File: config.mk
export PLATFORM = sky130hd
export DESIGN_NAME = complex_div
export DESIGN_NICKNAME = d
export VERILOG_FILES = /design/src/rtl/complex_div.sv
export SDC_FILE = /design/constraint.sdc
export NUM_CORES = 1
export LEC_CHECK = 0
export CORE_MARGIN = 2
export CORE_UTILIZATION = 64
export CTS_CLUSTER_DIAMETER = 30
export DETAILED_ROUTE_END_ITERATION = 16
export PLACE_DENSITY = 0.84
export SKIP_CTS_REPAIR_TIMING = 1
export SYNTH_ARGS = -nofsm -noshare
export SYNTH_HDL_FRONTEND = slang
export SYNTH_SLANG_ARGS = --single-unit
File: constraint.sdc
create_clock -name clk -period 10.75 [get_ports clk]
set_clock_uncertainty 0.05 [all_clocks]
set_input_delay 3.225 -clock clk [delete_from_list [all_inputs] [get_ports clk]]
set_output_delay 3.225 -clock clk [all_outputs]
set_load 0.05 [all_outputs]
File: src/rtl/complex_div.sv
// Iterative fixed-point complex divider q = (a1 + j*b1) / (a2 + j*b2).
// Two restoring shift-subtract dividers share one denominator.
module complex_div #(
    parameter int DATA_LEN  = 8,
    parameter int FRAC_BITS = 6
) (
    input  logic                         clk,
    input  logic                         rst,
    input  logic signed [DATA_LEN-1:0]   a1,
    input  logic signed [DATA_LEN-1:0]   b1,
    input  logic signed [DATA_LEN-1:0]   a2,
    input  logic signed [DATA_LEN-1:0]   b2,
    input  logic                         in_vld,
    output logic                         in_rdy,
    output logic signed [2*DATA_LEN-1:0] q_re,
    output logic signed [2*DATA_LEN-1:0] q_im,
    output logic                         div_zero,
    output logic                         out_vld
);

    localparam int W  = 2 * DATA_LEN;
    localparam int N  = W + FRAC_BITS;
    localparam int CW = $clog2(N);

    typedef enum logic [1:0] {IDLE, PREP, DIV, FIN} state_t;

    state_t                     state_q;
    logic signed [DATA_LEN-1:0] a1_q, b1_q, a2_q, b2_q;
    logic        [N-1:0]        dre_q, dim_q;
    logic        [W-1:0]        rre_q, rim_q;
    logic        [W:0]          den_q;
    logic                       sre_q, sim_q, zero_q;
    logic        [CW-1:0]       cnt_q;
    logic                       in_rdy_q, out_vld_q, div_zero_q;
    logic signed [W-1:0]        q_re_q, q_im_q;

    logic signed [W:0] a1x, b1x, a2x, b2x;
    logic signed [W:0] num_re, num_im;
    logic        [W:0] mag_re, mag_im, den_w;

    assign a1x = {{(W+1-DATA_LEN){a1_q[DATA_LEN-1]}}, a1_q};
    assign b1x = {{(W+1-DATA_LEN){b1_q[DATA_LEN-1]}}, b1_q};
    assign a2x = {{(W+1-DATA_LEN){a2_q[DATA_LEN-1]}}, a2_q};
    assign b2x = {{(W+1-DATA_LEN){b2_q[DATA_LEN-1]}}, b2_q};

    assign num_re = a1x * a2x + b1x * b2x;
    assign num_im = b1x * a2x - a1x * b2x;
    assign den_w  = a2x * a2x + b2x * b2x;
    assign mag_re = num_re[W] ? -num_re : num_re;
    assign mag_im = num_im[W] ? -num_im : num_im;

    // One restoring step: shift the next dividend bit into the remainder,
    // and shift the resulting quotient bit into the vacated dividend LSB.
    logic [W:0]   tre, tim;
    logic         ge_re, ge_im;
    logic [W-1:0] rre_d, rim_d;
    logic [N-1:0] dre_d, dim_d;

    assign tre   = {rre_q, dre_q[N-1]};
    assign tim   = {rim_q, dim_q[N-1]};
    assign ge_re = (tre >= den_q);
    assign ge_im = (tim >= den_q);
    assign rre_d = ge_re ? W'(tre - den_q) : W'(tre);
    assign rim_d = ge_im ? W'(tim - den_q) : W'(tim);
    assign dre_d = {dre_q[N-2:0], ge_re};
    assign dim_d = {dim_q[N-2:0], ge_im};

    logic signed [W-1:0] res_re, res_im, q_re_d, q_im_d;

    assign res_re = W'(dre_q);
    assign res_im = W'(dim_q);
    assign q_re_d = zero_q ? '0 : (sre_q ? -res_re : res_re);
    assign q_im_d = zero_q ? '0 : (sim_q ? -res_im : res_im);

    always_ff @(posedge clk or negedge rst) begin
        if (!rst) begin
            state_q    <= IDLE;
            a1_q       <= '0;
            b1_q       <= '0;
            a2_q       <= '0;
            b2_q       <= '0;
            dre_q      <= '0;
            dim_q      <= '0;
            rre_q      <= '0;
            rim_q      <= '0;
            den_q      <= '0;
            sre_q      <= 1'b0;
            sim_q      <= 1'b0;
            zero_q     <= 1'b0;
            cnt_q      <= '0;
            in_rdy_q   <= 1'b1;
            out_vld_q  <= 1'b0;
            div_zero_q <= 1'b0;
            q_re_q     <= '0;
            q_im_q     <= '0;
        end else begin
            out_vld_q <= 1'b0;
            unique case (state_q)
                IDLE: begin
                    if (in_vld) begin
                        a1_q     <= a1;
                        b1_q     <= b1;
                        a2_q     <= a2;
                        b2_q     <= b2;
                        in_rdy_q <= 1'b0;
                        state_q  <= PREP;
                    end
                end
                PREP: begin
                    dre_q   <= N'(mag_re) << FRAC_BITS;
                    dim_q   <= N'(mag_im) << FRAC_BITS;
                    rre_q   <= '0;
                    rim_q   <= '0;
                    den_q   <= den_w;
                    sre_q   <= num_re[W];
                    sim_q   <= num_im[W];
                    zero_q  <= (den_w == '0);
                    cnt_q   <= CW'(N - 1);
                    state_q <= DIV;
                end
                DIV: begin
                    dre_q <= dre_d;
                    dim_q <= dim_d;
                    rre_q <= rre_d;
                    rim_q <= rim_d;
                    cnt_q <= cnt_q - CW'(1);
                    if (cnt_q == '0) begin
                        in_rdy_q <= 1'b1;
                        state_q  <= FIN;
                    end
                end
                FIN: begin
                    q_re_q     <= q_re_d;
                    q_im_q     <= q_im_d;
                    div_zero_q <= zero_q;
                    out_vld_q  <= 1'b1;
                    // A waiting operand set is taken here so results stream
                    // back to back with no idle cycle.
                    if (in_vld) begin
                        a1_q     <= a1;
                        b1_q     <= b1;
                        a2_q     <= a2;
                        b2_q     <= b2;
                        in_rdy_q <= 1'b0;
                        state_q  <= PREP;
                    end else begin
                        in_rdy_q <= 1'b1;
                        state_q  <= IDLE;
                    end
                end
            endcase
        end
    end

    assign in_rdy   = in_rdy_q;
    assign out_vld  = out_vld_q;
    assign q_re     = q_re_q;
    assign q_im     = q_im_q;
    assign div_zero = div_zero_q;

endmodule
# After elaboration in Yosys (flattened, before gate mapping)
# Index checks and enable logic that the tools add are counted.
# totals
elab_cells	73
inputBits	35
ff_bits	170
out_inout_bits	35
# op_classes
multipliers	6
n_lt_le_gt_ge	2
n_reduce_logical	9
n_addsub	10
eq_ne	5
n_mux	22
# ops
op	n
$mux 16	8
$mul 8x8->16	6
$pmux 22 s2	2
$neg 16->16	4
$pmux 16 s2	2
$add 16x16->17	2
$ge 17x17->1	2
$sub 16x16->16	2
$logic_not 17->1	1
$sub 16x16->17	1
$pmux 5 s2	1
$pmux 2 s4	1
$logic_not 5->1	1
$mux 1	5
$sub 5x1->5 const B	1
$eq 2x2->1 const B	2
$mux 2	2
$ne 2x2->1 const B	2
$reduce_and 2->1	2
$pmux 1 s3	1
$reduce_and 3->1	1
$reduce_bool 3->1	1
$eq 2x1->1 const B	1
$logic_not 2->1	1
other kinds (2)	2

# Logic depth before layout (Yosys ltp)
# Gate-level depths: netlist (run 1).
# depth
word_depth	5
depth_mapped	28
ltp_nobuf	24

# Worst setup path before layout (run 1)
# No wires, ideal clock.
# synth_timing
kind	register to register
from	reg b2_q[7]
to	reg zero_q
setup_time_ns	0.080
required_ns	10.620
synth_period_minus_slack_ns	6.794
stages_incl_launch_ff	24
path_buffers	1
arrival_time_ns	6.664
setup_slack_ns	3.956
path_cell_list	dfrtp_1 clkbuf_1 inv_1 nor2_1 inv_1 fa_1 inv_1 fa_1 fa_1 inv_1 fa_1 fa_1 fa_1 inv_1 ha_1 o21ai_0 nand2b_1 o31a_1 a21oi_2 xnor2_1 or4_1 or4_1 or3b_1 o22ai_2
# synth_between
elab_chain_len	3
# synth_lines
item	line	source
from (decl)	28	logic signed [DATA_LEN-1:0] a1_q, b1_q, a2_q, b2_q;
from (signal assigned)	81	b2_q <= '0;
from (signal assigned)	104	b2_q <= b2;
from (signal assigned)	143	b2_q <= b2;
$mul 8x8->16	48	assign den_w = a2x * a2x + b2x * b2x;
$add 16x16->17	48	
$logic_not 17->1	117	zero_q <= (den_w == '0);
to (signal assigned)	117	
to (decl)	32	logic sre_q, sim_q, zero_q;
# Every way passes these cells.
# A chain may end at the register's enable or synchronous reset.

# Worst setup path in the final report (run 1)
# layout_timing
from	reg b2_q[0]
to	reg zero_q
# Same word-level chain as after synthesis.

==> impl_metrics.py, run 1 <==
metrics = {
    "final_layout": {
        "fillCellCount": 2972,
        "layout-area-overhead-vs-synth_pct": 6.63,
        "multi_input_logic_area_um2": 18800,
        "design.final.nets": 3405,
        "final_cells": 3294,
        "seq_area_um2": 4260,
        "fraction_of_layout_instances_using_a_drive_strength_above_1_pct": 4.26,
        "antennaDiodeCount": 0,
    },
    "die": {
        "initial_cell_density_of_the_core_pct": 64.7,
        "die_height_um": 204,
        "rows": 73,
        "dieArea_um2": 41600,
        "die_w_um": 204,
        "placeableCoreArea_um2": 39500,
        "io-pin-count": 70,
    },
    "timing": {
        "post-route-period-util_pct": 73.3,
        "max_clock_freq_ghz": 0.127,
        "slew_headroom_pct": 8.56,
        "hold_viol": 0,
        "final_period_minus_worst_setup_slack_ns": 7.88,
        "worst_pin_slew_ns": 1.37,
        "grt_setup_unrepaired": "no",
        "slew_violations": 0,
        "post-route-worst-setup-slack_ns": 2.87,
        "final.setup.tns_ns": 0,
        "setup_violations": 0,
    },
    "worst_setup_path": {
        "critical_path.max_stage_delay_ns": 0.97,
        "timing.critical_path.buf_inv": 5,
        "rr_worst_depth": 22,
        "timing.critical_path.arrival_ns": 8.22,
        "critical_path_required_ns": 11.09,
        "worstReg2RegEnd": "zero_q",
        "path_class": "flip-flop to flip-flop",
        "worstReg2RegStart": "b2_q[0]",
        "cp_cell_sequence": "inv_1, nor2_1, inv_1, fa_1, inv_1, fa_1, fa_1, inv_1, fa_1, fa_1, fa_1, inv_1, ha_1, o21ai_0, nand2b_1, o31a_1, a21oi_2, xnor2_1, or4_1, or4_1, or3b_1, o22ai_2",
        "cp_slowest_cell": "dfrtp_1",
        "crit_path_max_fanout": 25,
        "path_delay_family": "adder cells",
        "critical_path.endpoint_type": "flip-flop",
        "crit_top_cell": "fa_1",
        "timing.reg2reg.setup_slack_ns": 2.87,
        "start_kind": "flip-flop",
    },
    "place": {
        "gpl.final_weighted_congestion": 0.951,
        "placement.setup.worst_slack_ns": 2.99,
        "io_buffers": 69,
        "dp_hpwl_mm": 47.1,
        "placed_cells": 3262,
    },
    "synth": {
        "yosys_warnings": 0,
        "postSynthRegisterBits": 170,
        "syn-cell-area_um2": 25600,
        "yosys_most_used_dff": "dfrtp_1",
        "synth_enable_flop_cells": 0,
        "yosysUniqueCellTypes": 76,
        "syn_area_per_cell_um2": 9.30,
        "syn-num-nets": 3400,
        "ys_async_sr_fraction_pct": 100,
        "post_synth_inst_count": 2751,
        "synth_seq_area_share_pct": 16.6,
    },
    "detailed_routing": {
        "routed_via_density": 5.89,
        "num_vias": 19408,
        "firstDrtPassIters": 5,
        "first_iter_violations": 1462,
        "routedWlPerCell_um": 18.9,
        "routed_wl_mm": 62.3,
        "detail_route.drc_violations": 0,
        "detail-route-antenna-nets": 0,
    },
    "clock_tree": {
        "clk_path_buf_depth": 2,
        "clock-root-buffer": "clkbuf_16",
        "tritoncts": "yes",
        "htreeDepth": 4,
        "clk_pin_slew_ns": 0.08,
        "numClockSinks": 170,
        "clock_latency_on_the_worst_skew_pair_ns": 0.49,
        "tritoncts.num_buffers": 17,
    },
    "global_route": {
        "first_global_vias": 20451,
        "grt_start_max_net_pins": 84,
        "grt_pass1_wl_mm": 104,
        "grt_use_total_pct": 31.8,
        "grt_antenna_before_repair": 0,
        "total_grt_overflow": 0,
    },
    "hold_path": {
        "hold_path_end": "dre_q[18]",
        "min_from": "dre_q[18]",
        "hold_path_class": "flip-flop to flip-flop",
        "min_delay_path_depth": 2,
    },
    "flow_run": {
        "max_cap_viols": 0,
    },
    "outcome": {
        "run_status": "finished clean",
    },
}
[flip-flops by register name (all words and copies together) (netlist names)]
name / count
cnt_q: 5
sim_q: 1
rim_q: 16
div_zero: 1
b2_q: 8
state_q: 2
den_q: 17
a1_q: 8
out_vld: 1
q_re: 16
dre_q: 22
rre_q: 16
zero_q: 1
dim_q: 22
a2_q: 8
sre_q: 1
q_im: 16
b1_q: 8
in_rdy: 1
[per-layer routing]
| layer | share of wire (%) | track usage (%) | vias up |
|---|---|---|---|
| met5 | 0 | 0 | - |
| met4 | 4.1 | 13.3 | 0 |
| met2 | 48 | 52.4 | 713 |
| met1 | 40 | 41.7 | 9826 |
| met3 | 7.0 | 5.79 | 163 |
| li1 | - | - | 8706 |
[final cells by class]
class                      count  area share, %
tap                          525           2.41
inverter                     569           7.83
sequential                   170           15.6
timing repair buffer          92           3.17
clock inverter                15          0.560
multi-input combinational   1906           68.9
clock buffer                  17           1.56
[kinds of logic (layout without fill, tap and decap cells)]
kind of cell | after synthesis | in the layout | synth area share, %
buf+inv | 675 | 693 | 10.0
mux | 63 | 63 | 2.63
simple gates | 724 | 724 | 14.3
compound gates | 365 | 365 | 9.69
xor+xnor | 140 | 140 | 4.79
flops | 170 | 170 | 16.6
fa+ha+maj | 614 | 614 | 41.9
[synth_stat cells (7+ instances only)]
master	count	area share (%)
a211oi_1	12	0.35
nand4_1	15	0.37
a21oi_1	62	1.2
and2_1	178	4.4
o211ai_1	10	0.29
clkbuf_1	93	1.4
inv_1	569	8.3
nor2_1	122	1.8
mux2_2	33	1.5
xor2_1	46	1.6
a21o_1	17	0.50
or2_2	9	0.22
o2bb2ai_1	51	1.7
xnor2_1	94	3.2
o21ai_0	96	1.9
nand3_1	47	0.92
nor3_1	37	0.72
dfrtp_1	169	17
fa_1	405	32
mux2i_1	30	1.2
nand2_1	212	3.1
a31oi_1	14	0.34
or3_1	12	0.29
buf_1	8	0.12
nand3b_1	7	0.21
o221ai_1	8	0.27
or4_1	7	0.21
o31ai_1	18	0.53
ha_1	209	10
and3_1	17	0.42
nor2b_1	16	0.39
nand2b_1	22	0.54
[metrics by stage]
stage                     util, %  hold WS, ns  instance area (um^2)
after detailed placement     67.5        0.413                 26700
after floorplan                 -        0.394                 25600
after CTS                    69.0        0.429                 27300
after global routing         69.0        0.454                 27300
final                        69.0        0.432                 27300
after global placement       67.5        0.406                 26700
[worst register-to-register path: stages, from the launching register on]
cell and delay [ns]:
dfrtp_1 0.97, inv_1 0.26, nor2_1 0.73, inv_1 0.13
fa_1 0.51, inv_1 0.05, fa_1 0.50, fa_1 0.55
inv_1 0.05, fa_1 0.49, fa_1 0.42, fa_1 0.49
inv_1 0.04, ha_1 0.32, o21ai_0 0.20, nand2b_1 0.09
o31a_1 0.13, a21oi_2 0.17, xnor2_1 0.12, or4_1 0.57
or4_1 0.43, or3b_1 0.41, o22ai_2 0.09
[layout by cell type (no fill, tap or decap), drive strengths merged, types with 18 or more instances in the layout]
cell           instances
mux2i                 30
o31ai                 18
nand2                212
nor2                 122
o2bb2ai               51
nand3                 47
a21o                  18
nand2b                22
ha                   209
clkdlybuf4s50         68
inv                  577
and2                 178
nor3                  37
fa                   405
a21oi                 64
o21ai                101
mux2                  33
buf                   24
xnor2                 94
xor2                  46
dfrtp                169
[worst max path at each step]
| stage | depth (start not counted) | slack [ns] | to | startpoint |
|---|---|---|---|---|
| floorplan | 23 | 3.96 | zero_q | b2_q[7] |
| global placement | 22 | 3.30 | zero_q | b2_q[0] |
| detailed placement | 22 | 2.99 | zero_q | b2_q[0] |
| CTS | 22 | 2.93 | zero_q | b2_q[0] |
| global route | 22 | 2.45 | zero_q | b2_q[0] |
| finish | 22 | 2.87 | zero_q | b2_q[0] |
Power of run 1 is left out: the tool's default activity adds up to more than one toggle a clock period on the data nets, which glitch-free logic cannot reach.
==> inputs of run 2 (changes only) <==
Clock period 10.75 ns to 8.1 ns, I/O delays scaled along.
==> run 2 against run 1 <==
Sequential cell count did not move; die area is the same; final cell count increased by 0.12%; worst hold slack gained 0.0042 ns; critical path depth decreased by 1; first-iteration DRC count fell by 6.8%; register-to-register slack lost 2.2 ns; final area rose by 0.16%.
==> impl_metrics.py, run 2 (synthesized netlist as in run 1, its figures left out) <==
metrics = {
    "clock_tree": {
        "numClockSinks": 170,
        "clk_path_buf_depth": 2,
        "tritoncts.num_buffers": 17,
        "clock-root-buffer": "clkbuf_16",
        "tritoncts": "yes",
        "clock_latency_on_the_worst_skew_pair_ns": 0.49,
        "htreeDepth": 4,
        "clk_pin_slew_ns": 0.08,
    },
    "timing": {
        "final.setup.tns_ns": 0,
        "grt_setup_unrepaired": "no",
        "slew_violations": 0,
        "final_period_minus_worst_setup_slack_ns": 7.44,
        "max_clock_freq_ghz": 0.134,
        "slew_headroom_pct": 18.8,
        "hold_viol": 0,
        "worst_pin_slew_ns": 1.21,
        "setup_violations": 0,
        "post-route-worst-setup-slack_ns": 0.660,
        "timing.hold.ws_ns": 0.436,
        "post-route-period-util_pct": 91.8,
    },
    "die": {
        "io-pin-count": 70,
        "initial_cell_density_of_the_core_pct": 64.7,
        "die_height_um": 204,
        "die_w_um": 204,
        "placeableCoreArea_um2": 39500,
        "dieArea_um2": 41600,
        "rows": 73,
    },
    "detailed_routing": {
        "first_iter_violations": 1363,
        "routed_wl_mm": 62.8,
        "detail-route-antenna-nets": 0,
        "met3WireLength_mm": 4.32,
        "num_vias": 19241,
        "routedWlPerCell_um": 19.0,
        "firstDrtPassIters": 5,
        "top_layer": "met4",
        "routed_via_density": 5.83,
        "met2WireLength_mm": 30.8,
        "detail_route.wirelength.met1_mm": 24.9,
        "detail_route.drc_violations": 0,
    },
    "worst_setup_path": {
        "critical_path.endpoint_type": "flip-flop",
        "timing.critical_path.to": "dim_q[15]",
        "start_kind": "flip-flop",
        "crit_path_max_fanout": 22,
        "rr_worst_depth": 21,
        "critical_path_required_ns": 8.42,
        "path_class": "flip-flop to flip-flop",
        "timing.critical_path.arrival_ns": 7.76,
        "worst_setup_path_startpoint": "a2_q[7]",
        "worstReg2RegStart": "a2_q[7]",
        "timing.reg2reg.setup_slack_ns": 0.66,
        "worstReg2RegEnd": "dim_q[15]",
    },
    "global_route": {
        "grt_start_max_net_pins": 91,
        "grt_use_total_pct": 32.1,
        "grt_antenna_before_repair": 0,
        "grt_pass1_wl_mm": 104,
        "total_grt_overflow": 0,
        "first_global_vias": 20543,
    },
    "final_layout": {
        "mostFrequentLayoutCell": "inv_1",
        "fillCellCount": 2997,
        "multi_input_logic_area_um2": 18800,
        "final_cell_area_um2": 27300,
        "mostFrequentLayoutCells": "569 x inv_1, 405 x fa_1, 212 x nand2_1",
        "largest_registers": "dim_q (22), dre_q (22), den_q (17)",
        "design.final.nets": 3409,
        "seq_area_um2": 4260,
        "antennaDiodeCount": 0,
        "fraction_of_layout_instances_using_a_drive_strength_above_1_pct": 4.40,
        "layout-area-overhead-vs-synth_pct": 6.81,
    },
    "hold_path": {
        "hold_path_class": "flip-flop to flip-flop",
    },
    "flow_run": {
        "max_cap_viols": 0,
    },
    "place": {
        "placement.setup.worst_slack_ns": 0.784,
        "dp_hpwl_mm": 48.9,
        "gpl.final_weighted_congestion": 0.929,
        "io_buffers": 69,
        "placedInstanceArea_um2": 26700,
    },
    "outcome": {
        "run_status": "finished clean",
    },
}
[run 2: how the worst min path moves through the flow]
stage	from	slack, ns	depth (start not counted)	end
floorplan	dre_q[18]	0.39	2	dre_q[18]
global placement	dre_q[18]	0.41	2	dre_q[18]
detailed placement	q_im[14]	0.42	1	q_im[14]
CTS	cnt_q[3]	0.44	1	cnt_q[3]
global route	cnt_q[3]	0.46	1	cnt_q[3]
finish	cnt_q[3]	0.44	1	cnt_q[3]
[run 2: critical path: stages (launching register included)]
cell and delay, ns:
dfrtp_1 0.55, inv_1 0.72, nor2_1 0.16, fa_1 0.52, inv_1 0.05, fa_1 0.46, fa_1 0.51, inv_1 0.05
fa_1 0.49, fa_1 0.50, inv_1 0.05, fa_1 0.48, inv_1 0.04, ha_1 0.39, nand2_1 0.17, a2bb2oi_1 0.28
a311oi_1 0.17, o21ai_1 0.54, nand2_1 0.40, a31oi_1 0.29, nor3_1 0.08, or3b_1 0.37
[run 2: per-stage QoR]
step	utilization [%]	cells
after CTS	69.1	3298
final	69.1	3298
after detailed placement	67.6	3266
after global placement	67.6	3266
after floorplan	-	2751
after global routing	69.1	3298
[run 2: area by class of cell]
type                            count  share of cell area [%]
Timing Repair Buffer               96                    3.27
Inverter                          569                    7.82
Tap cell                          525                    2.40
Clock inverter                     15                   0.614
Clock buffer                       17                    1.56
Multi-Input combinational cell   1906                    68.8
Sequential cell                   170                    15.6
[run 2: layer usage]
metal | vias up | GRT usage, %
li1 | 8712 | -
met1 | 9631 | 41.0
met2 | 738 | 53.8
met3 | 160 | 5.56
met4 | 0 | 14.2
met5 | - | 0
Power of run 2 is left out for the same reason.
==> inputs of run 3 (changes only) <==
Settings changed: CORE_UTILIZATION 64 to 60, PLACE_DENSITY 0.84 to 0.8, SKIP_CTS_REPAIR_TIMING 1 to unset.
==> run 3 against run 2 <==
Sequential share of layout area barely moved; critical path depth is 1 higher; non-clock buffer count up 3; register-to-register slack got worse by 0.05 ns; die area rose by 6.5%; worst hold slack got worse by 0.0040 ns; via count up 0.14%; global-route usage is 2.2 points lower; core utilization down 3.9 points; critical endpoint unchanged; largest cell class unchanged.
==> impl_metrics.py, run 3 (synthesized netlist as in run 1, its figures left out) <==
metrics = {
    "outcome": {
        "run_status": "finished clean",
    },
    "final_layout": {
        "fin_util_pct": 65.2,
        "fraction_of_layout_instances_using_a_drive_strength_above_1_pct": 4.50,
        "fillCellCount": 3369,
        "multi_input_logic_area_um2": 18800,
        "largest_registers": "dim_q (22), dre_q (22), den_q (17)",
        "mostFrequentLayoutCells": "569 x inv_1, 405 x fa_1, 212 x nand2_1",
        "antennaDiodeCount": 0,
        "design.final.nets": 3412,
        "seq_area_um2": 4260,
        "mostFrequentLayoutCell": "inv_1",
        "layout-area-overhead-vs-synth_pct": 7.08,
    },
    "place": {
        "io_buffers": 69,
        "gpl.final_weighted_congestion": 0.948,
        "dp_hpwl_mm": 49.1,
    },
    "worst_setup_path": {
        "path_delay_family": "adder cells",
        "crit_top_cell": "fa_1",
        "worstReg2RegStart": "a2_q[7]",
        "timing.critical_path.arrival_ns": 7.80,
        "path_class": "flip-flop to flip-flop",
        "cp_cell_sequence": "inv_1, nor2_1, fa_1, inv_1, fa_1, fa_1, inv_1, fa_1, fa_1, inv_1, fa_1, inv_1, ha_1, nand2_1, nand2b_1, a2bb2oi_1, a311oi_1, o21ai_1, nand2_1, a31oi_1, nor3_1, or3b_1",
        "start_kind": "flip-flop",
        "timing.reg2reg.setup_slack_ns": 0.61,
        "critical_path.max_stage_delay_ns": 0.77,
        "critical_path_required_ns": 8.41,
        "cp_slowest_cell": "inv_1",
        "timing.critical_path.buf_inv": 5,
        "rr_worst_depth": 22,
        "critical_path.endpoint_type": "flip-flop",
        "worstReg2RegEnd": "dim_q[15]",
        "crit_path_max_fanout": 22,
    },
    "die": {
        "io-pin-count": 70,
        "die_height_um": 210,
        "placeableCoreArea_um2": 42000,
        "die_w_um": 210,
        "dieArea_um2": 44300,
        "rows": 75,
        "initial_cell_density_of_the_core_pct": 60.8,
    },
    "flow_run": {
        "max_cap_viols": 0,
    },
    "clock_tree": {
        "cts_repair_resize_count": 0,
        "cts.repair_timing.setup_buffer_count": 0,
        "clk_pin_slew_ns": 0.08,
        "clock_latency_on_the_worst_skew_pair_ns": 0.49,
        "numClockSinks": 170,
        "clock-root-buffer": "clkbuf_16",
        "tritoncts.num_buffers": 17,
        "tritoncts": "yes",
        "htreeDepth": 4,
        "clk_path_buf_depth": 2,
        "cts-hold-fix-buffers": 0,
    },
    "hold_path": {
        "hold_path_end": "q_im[6]",
        "min_delay_path_depth": 1,
        "hold_path_class": "flip-flop to flip-flop",
        "min_from": "q_im[6]",
    },
    "timing": {
        "final_period_minus_worst_setup_slack_ns": 7.49,
        "grt_setup_unrepaired": "no",
        "final.setup.tns_ns": 0,
        "post-route-period-util_pct": 92.5,
        "worst_pin_slew_ns": 1.17,
        "slew_violations": 0,
        "setup_violations": 0,
        "slew_headroom_pct": 22.2,
        "max_clock_freq_ghz": 0.134,
        "hold_viol": 0,
    },
    "detailed_routing": {
        "detail_route.drc_violations": 0,
        "detail-route-antenna-nets": 0,
        "routed_via_density": 5.81,
        "first_iter_violations": 1560,
        "routed_wl_mm": 62.3,
        "num_vias": 19268,
        "firstDrtPassIters": 5,
        "routedWlPerCell_um": 18.8,
    },
    "global_route": {
        "first_global_vias": 20223,
        "total_grt_overflow": 0,
        "grt_antenna_before_repair": 0,
        "grt_pass1_wl_mm": 104,
        "grt_start_max_net_pins": 108,
        "grt_use_total_pct": 29.8,
    },
}
[run 3: metal layers]
metal  vias up  track usage [%]  part of all wire (%)
met5         -                0                     0
met4         0             11.6                   3.7
li1       8711                -                     -
met3       132             3.77                   5.7
met1      9788             40.3                    42
met2       637             49.5                    49
[run 3: worst max path at each step]
| stage | end | from | depth (start not counted) | slack, ns |
|---|---|---|---|---|
| after floorplan | zero_q | b2_q[7] | 23 | 1.31 |
| after global placement | zero_q | b2_q[7] | 23 | 0.96 |
| after detailed placement | dim_q[15] | a2_q[7] | 22 | 0.72 |
| after CTS | dim_q[15] | a2_q[7] | 22 | 0.68 |
| after global routing | dim_q[15] | a2_q[7] | 22 | 0.19 |
| final | dim_q[15] | a2_q[7] | 22 | 0.61 |
[run 3: final cells by class]
class                      instances  share of cell area, %
multi-input combinational       1906                   68.6
sequential                       170                   15.5
inverter                         569                   7.80
timing repair buffer              99                   3.35
tap                              539                   2.46
clock buffer                      17                   1.55
clock inverter                    15                  0.717
[run 3: metrics by stage]
stage / hold WS (ns) / setup slack (ns) / instance area (um^2) / cells
4_1_cts: 0.436 / 0.681 / 27400 / 3315
3_5_place_dp: 0.421 / 0.720 / 26800 / 3283
2_1_floorplan: 0.394 / 1.31 / 25600 / 2751
6_report: 0.432 / 0.610 / 27400 / 3315
3_3_place_gp: 0.414 / 0.957 / 26800 / 3283
5_1_grt: 0.453 / 0.191 / 27400 / 3315
[run 3: worst register-to-register path, stage by stage (launching register included)]
cell	delay [ns]
dfrtp_1	0.55
inv_1	0.77
nor2_1	0.17
fa_1	0.53
inv_1	0.05
fa_1	0.46
fa_1	0.52
inv_1	0.06
fa_1	0.50
fa_1	0.50
inv_1	0.05
fa_1	0.47
inv_1	0.04
ha_1	0.36
nand2_1	0.12
nand2b_1	0.08
a2bb2oi_1	0.25
a311oi_1	0.19
o21ai_1	0.52
nand2_1	0.39
a31oi_1	0.31
nor3_1	0.07
or3b_1	0.37
Power of run 3 is left out for the same reason.
